## src/rtl/ni_local_injector.sv

```systemverilog
// ni_local_injector: serialises descriptor + payload into header/size/payload flits for the router LOCAL port
module ni_local_injector #(
    parameter int FLIT_W     = 16,
    parameter int FIFO_DEPTH = 4
) (
    input  logic              clock,
    input  logic              reset,
    input  logic              req_valid,
    output logic              req_ready,
    input  logic [FLIT_W-1:0] req_target,
    input  logic [FLIT_W-1:0] req_size,
    input  logic              pl_valid,
    output logic              pl_ready,
    input  logic [FLIT_W-1:0] pl_data,
    output logic              tx,
    output logic [FLIT_W-1:0] data_out,
    input  logic              credit_i,
    output logic              clock_tx,
    output logic              busy,
    output logic              pkt_done
);
    localparam int AW = $clog2(FIFO_DEPTH);
    localparam int CW = AW + 1;
    typedef enum logic [1:0] {IDLE, HEADER, SIZE, PAYLOAD} state_t;
    state_t state_q, state_d;
    logic [FLIT_W-1:0] target_q, target_d, size_q, size_d, rem_q, rem_d;
    logic [FLIT_W-1:0] mem_q [FIFO_DEPTH];
    logic [FLIT_W-1:0] mem_d [FIFO_DEPTH];
    logic [AW-1:0] wp_q, wp_d, rp_q, rp_d;
    logic [CW-1:0] cnt_q, cnt_d;
    logic done_q, done_d;
    logic empty, full, push, pop, xfer;

    always_comb begin
        empty    = cnt_q == '0;
        full     = cnt_q == CW'(FIFO_DEPTH);
        push     = pl_valid && !full;
        tx       = state_q == HEADER || state_q == SIZE || (state_q == PAYLOAD && !empty);
        data_out = state_q == HEADER ? target_q :
                   state_q == SIZE   ? size_q   :
                   (state_q == PAYLOAD && !empty) ? mem_q[rp_q] : '0;
        xfer     = tx && credit_i;
        pop      = state_q == PAYLOAD && xfer;
        state_d  = state_q;
        target_d = target_q;
        size_d   = size_q;
        rem_d    = rem_q;
        done_d   = 1'b0;
        case (state_q)
            IDLE: if (req_valid) begin
                state_d  = HEADER;
                target_d = req_target;
                size_d   = req_size;
            end
            HEADER: if (credit_i) state_d = SIZE;
            SIZE: if (credit_i) begin
                if (size_q == '0) begin
                    state_d = IDLE;
                    done_d  = 1'b1;
                end else begin
                    rem_d   = size_q;
                    state_d = PAYLOAD;
                end
            end
            PAYLOAD: if (xfer) begin
                rem_d = rem_q - FLIT_W'(1);
                if (rem_q == FLIT_W'(1)) begin
                    state_d = IDLE;
                    done_d  = 1'b1;
                end
            end
            default: state_d = IDLE;
        endcase
        mem_d = mem_q;
        if (push) mem_d[wp_q] = pl_data;
        wp_d  = wp_q + AW'(push);
        rp_d  = rp_q + AW'(pop);
        cnt_d = cnt_q + CW'(push) - CW'(pop);
    end

    always_ff @(posedge clock) begin
        mem_q <= mem_d;
        if (reset) begin
            state_q  <= IDLE;
            target_q <= '0;
            size_q   <= '0;
            rem_q    <= '0;
            wp_q     <= '0;
            rp_q     <= '0;
            cnt_q    <= '0;
            done_q   <= 1'b0;
        end else begin
            state_q  <= state_d;
            target_q <= target_d;
            size_q   <= size_d;
            rem_q    <= rem_d;
            wp_q     <= wp_d;
            rp_q     <= rp_d;
            cnt_q    <= cnt_d;
            done_q   <= done_d;
        end
    end

    assign req_ready = state_q == IDLE;
    assign busy      = state_q != IDLE;
    assign pl_ready  = !full;
    assign pkt_done  = done_q;
    assign clock_tx  = clock;
endmodule
```

## config.mk

```make
export PLATFORM = sky130hd
export DESIGN_NAME = ni_local_injector
export DESIGN_NICKNAME = d
export VERILOG_FILES = /design/src/rtl/ni_local_injector.sv
export SDC_FILE = /design/constraint.sdc
export NUM_CORES = 1
export LEC_CHECK = 0
export CORE_MARGIN = 4
export CORE_UTILIZATION = 25
export CTS_CLUSTER_DIAMETER = 30
export DETAILED_ROUTE_END_ITERATION = 8
export MAX_ROUTING_LAYER = met4
export SKIP_LAST_GASP = 1
export SLEW_MARGIN = 5
export SYNTH_ARGS = -nofsm -noshare
export SYNTH_HDL_FRONTEND = slang
export SYNTH_SLANG_ARGS = --single-unit
```

## constraint.sdc

```tcl
create_clock -name clock -period 6.8 [get_ports clock]
set_clock_uncertainty 0.05 [all_clocks]
set_input_delay 1.36 -clock clock [delete_from_list [all_inputs] [get_ports clock]]
set_output_delay 1.36 -clock clock [all_outputs]
set_load 0.03 [all_outputs]
```

; Yosys cells after proc, flatten, opt, wreduce, memory -nomap -nowiden
; Cells that the tools add are included.
[op_classes]
add_sub_neg = 5
magnitude_cmp = 3
n_eq_ne = 11
muxes = 25
bitwise = 2
n_reduce_logical = 17
[ops]
columns = operator, count
row1 = $mux 16, 9
row2 = $bwmux 64, 1
row3 = $bmux 16 s2, 1
row4 = $demux 16 s2, 1
row5 = $pmux 16 s2, 1
row6 = $eq 16x1->1 const B, 1
row7 = $logic_not 16->1, 1
row8 = $sub 16x1->16 const B, 1
row9 = $mux 2, 6
row10 = $ne 2x2->1 const B, 5
row11 = $pmux 2 s4, 1
row12 = $ge 3x3->1 const B, 2
row13 = $not 2->3, 2
row14 = $logic_and 1x1->1, 5
row15 = $reduce_and 5->1, 1
row16 = $add 2x1->2, 2
row17 = $eq 2x2->1 const B, 2
row18 = $mux 1, 4
row19 = $reduce_and 4->1, 1
row20 = $reduce_bool 2->1, 2
row21 = $add 3x1->3, 1
row22 = $eq 3x3->1 const B, 1
row23 = $logic_not 3->1, 1
row24 = $lt 3x1->1 const B, 1
row25 = 8 further kinds, 10
[totals]
regBits = 122
out_inout_bits = 22
elab_cells = 75

; Longest topological paths before layout
[logic_depth]
depth_word = 7
mapped_depth = 10
mapped_depth_nobuf = 10

==> impl_metrics.yaml <==
outcome:
  status: "finished, final reports clean"
hold_path:
  hold_class: "flip-flop to flip-flop"
setup_path:
  critPathMostFrequentCell: "clkbuf_16"
  crit_type: "clock port to primary output"
  path_cells: "clkbuf_16 -> clkbuf_16 -> clkdlybuf4s50_1"
  arrival_ns: 4.23
  crit_path_max_fanout: 2
  cp-start-kind: "clock port"
  reg2reg_slack_ns: 3.72
  cpLargestDelayFamily: "buffers and inverters"
  crit_required_ns: 5.39
  cp_slowest_stage_delay_ns: 0.58
  endpoint_kind: "primary output"
  critPathSlowestCell: "clkdlybuf4s50_1"
  crit_buf_inv: 3
timing:
  setup_ws_ns: 1.16
  slew_violations: 0
  hold_viol: 0
  finalSetupViolations: 0
  tightest_slew_ns: 1.16
  worst_slew_margin_rel_pct: 22.0
  rsz0062_at_grt: "no"
  tns_ns: 0
grt:
  grt_start_max_net_pins: 70
  gr-total-overflow: 0
  gr-usage-all-layers_pct: 12.6
  antenna_found_initial: 0
  grt_pass1_vias: 4099
  grt_pass1_wl_mm: 22.8
cts:
  postCtsHoldBufs: 0
  cts.clk_slew.worst_paths_ns: 0.05
  cts_setup_buffers: 0
  clk_latency_ns: 0.52
  cts_tree: "yes"
  cts_resized: 0
yosys:
  synthesis.area_sq_mm: 0.00540
  ys_ff_latch: 122
  synth_edf_count: 64
  synth_top_area_cell: "edfxtp_1"
  syn_avg_cell_area_sq_um: 10.9
  postSynthCellCount: 498
  synthMostInstantiatedCell: "nand2_1"
  synth_common_cells: "99 x nand2_1, 64 x edfxtp_1, 58 x dfxtp_1, 57 x a21oi_1, 30 x clkbuf_1"
  syn_nets: 560
  ys.warnings.count: 0
  synth.area.top_cells: "edfxtp_1 36%, dfxtp_1 21%, nand2_1 6.9%"
  yosysTopAreaCellShare_pct: 35.6
  seq_area_frac_synth_pct: 57.1
  ys_async_sr_fraction_pct: 0
  synth_cell_type_count: 51
  ys.flop_type: "edfxtp_1"
finish:
  area_delta_synth_final_pct: 30.7
  fin_util_pct: 33.4
  final_area_sq_mm: 0.00706
  diodes: 0
  drive_above_1_share_pct: 12.6
  nets: 627
drt:
  via_per_inst: 4.70
  drt_iter0_drc: 241
  drt_pass1_iterations: 5
  vias: 4007
  ant_nets: 0
  drc: 0
  wl_per_cell_um: 16.6
  drt-total-wl_mm: 14.2
die:
  die_h_um: 155
  start_util_pct: 25.5
  pin_count: 75
  die_area_sq_mm: 0.0240
  die_w_um: 155
  coreArea_sq_mm: 0.0212
  placement_rows: 53
placed_design:
  dpl_cell_area_sq_mm: 0.00641
  place.gp.congestion: 0.801
  preCtsSetupSlack_ns: 1.43
  dp_hpwl_mm: 9.81
  numPortBuffers: 74
power_and_ir_drop:
  design_power_total_mw: 2.54
  irDropWorstVdd_v: 0.000293
  power_leakage_nw: 2.33
  p_per_area_mw_per_mm2: 360
job:
  drv_cap: 0
stage by stage:
stage | hold slack, ns | std cells
2_1_floorplan | 0.387 | 498
3_3_place_gp | 0.394 | 818
3_5_place_dp | 0.399 | 818
4_1_cts | 0.408 | 853
5_1_grt | 0.421 | 853
6_report | 0.407 | 853
worst min-delay path, stage by stage (launching register included):
cell and delay (ns):
dfxtp_1 0.30, nand2_1 0.05, a21oi_1 0.05
layer usage:
| metal | up-vias | track usage, % | wire length (um) |
|---|---|---|---|
| li1 | 1948 | - | - |
| met1 | 1936 | 15.1 | 6230 |
| met3 | 28 | 3.37 | 679 |
| met5 | - | - | 0 |
| met4 | 0 | 3.91 | 200 |
| met2 | 95 | 20.7 | 7070 |
power breakdown:
part	total, mW	leakage, nW	switching [mW]	internal (mW)
Combinational	0.611	0.956	0.381	0.230
Sequential	0.942	1.06	0.0674	0.874
Clock	0.988	0.318	0.364	0.624
Total	2.54	2.33	0.812	1.73
area by class of cell:
cell class                      count  area, sq um
Clock buffer                       21          510
Clock inverter                     15          150
Fill cell                        2101        14100
Inverter                           10         37.5
Multi-Input combinational cell    331         2170
Sequential cell                   122         3080
Tap cell                          275          344
Timing Repair Buffer               79          771
registers in the layout (all words and copies together) (netlist names):
signal    flops
cnt_q         3
mem_q        64
pkt_done      1
rem_q        16
rp_q          2
size_q       16
state_q       2
target_q     16
wp_q          2
worst paths after layout:
kind,from,to,cells after the start
worst max register to register,state_q[0],rem_q[1],7
worst min-delay path,target_q[3],target_q[3],2
worst max-delay path,clock,clock_tx,3
worst min register to register,target_q[3],target_q[3],2
logic make-up after synthesis:
group,after synthesis,synth area share (%)
buf+inv,45,3.26
xor+xnor,6,0.972
simple gates,174,14.9
compound gates,123,14.4
mux,19,7.22
flops,122,57.1
fa+ha+maj,9,2.22
placed cells by master (no fill, tap or decap), types with 16 or more instances in the layout:
cell type	Yosys	layout
nand2_1	99	99
clkdlybuf4s50_1	0	73
edfxtp_1	64	64
dfxtp_1	58	58
a21oi_1	57	57
o21ai_0	23	23
clkbuf_16	0	20
nor2_1	21	19
mux4_2	16	16
a22oi_1	16	16
No activity file was read; power rests on OpenSTA's default activity.
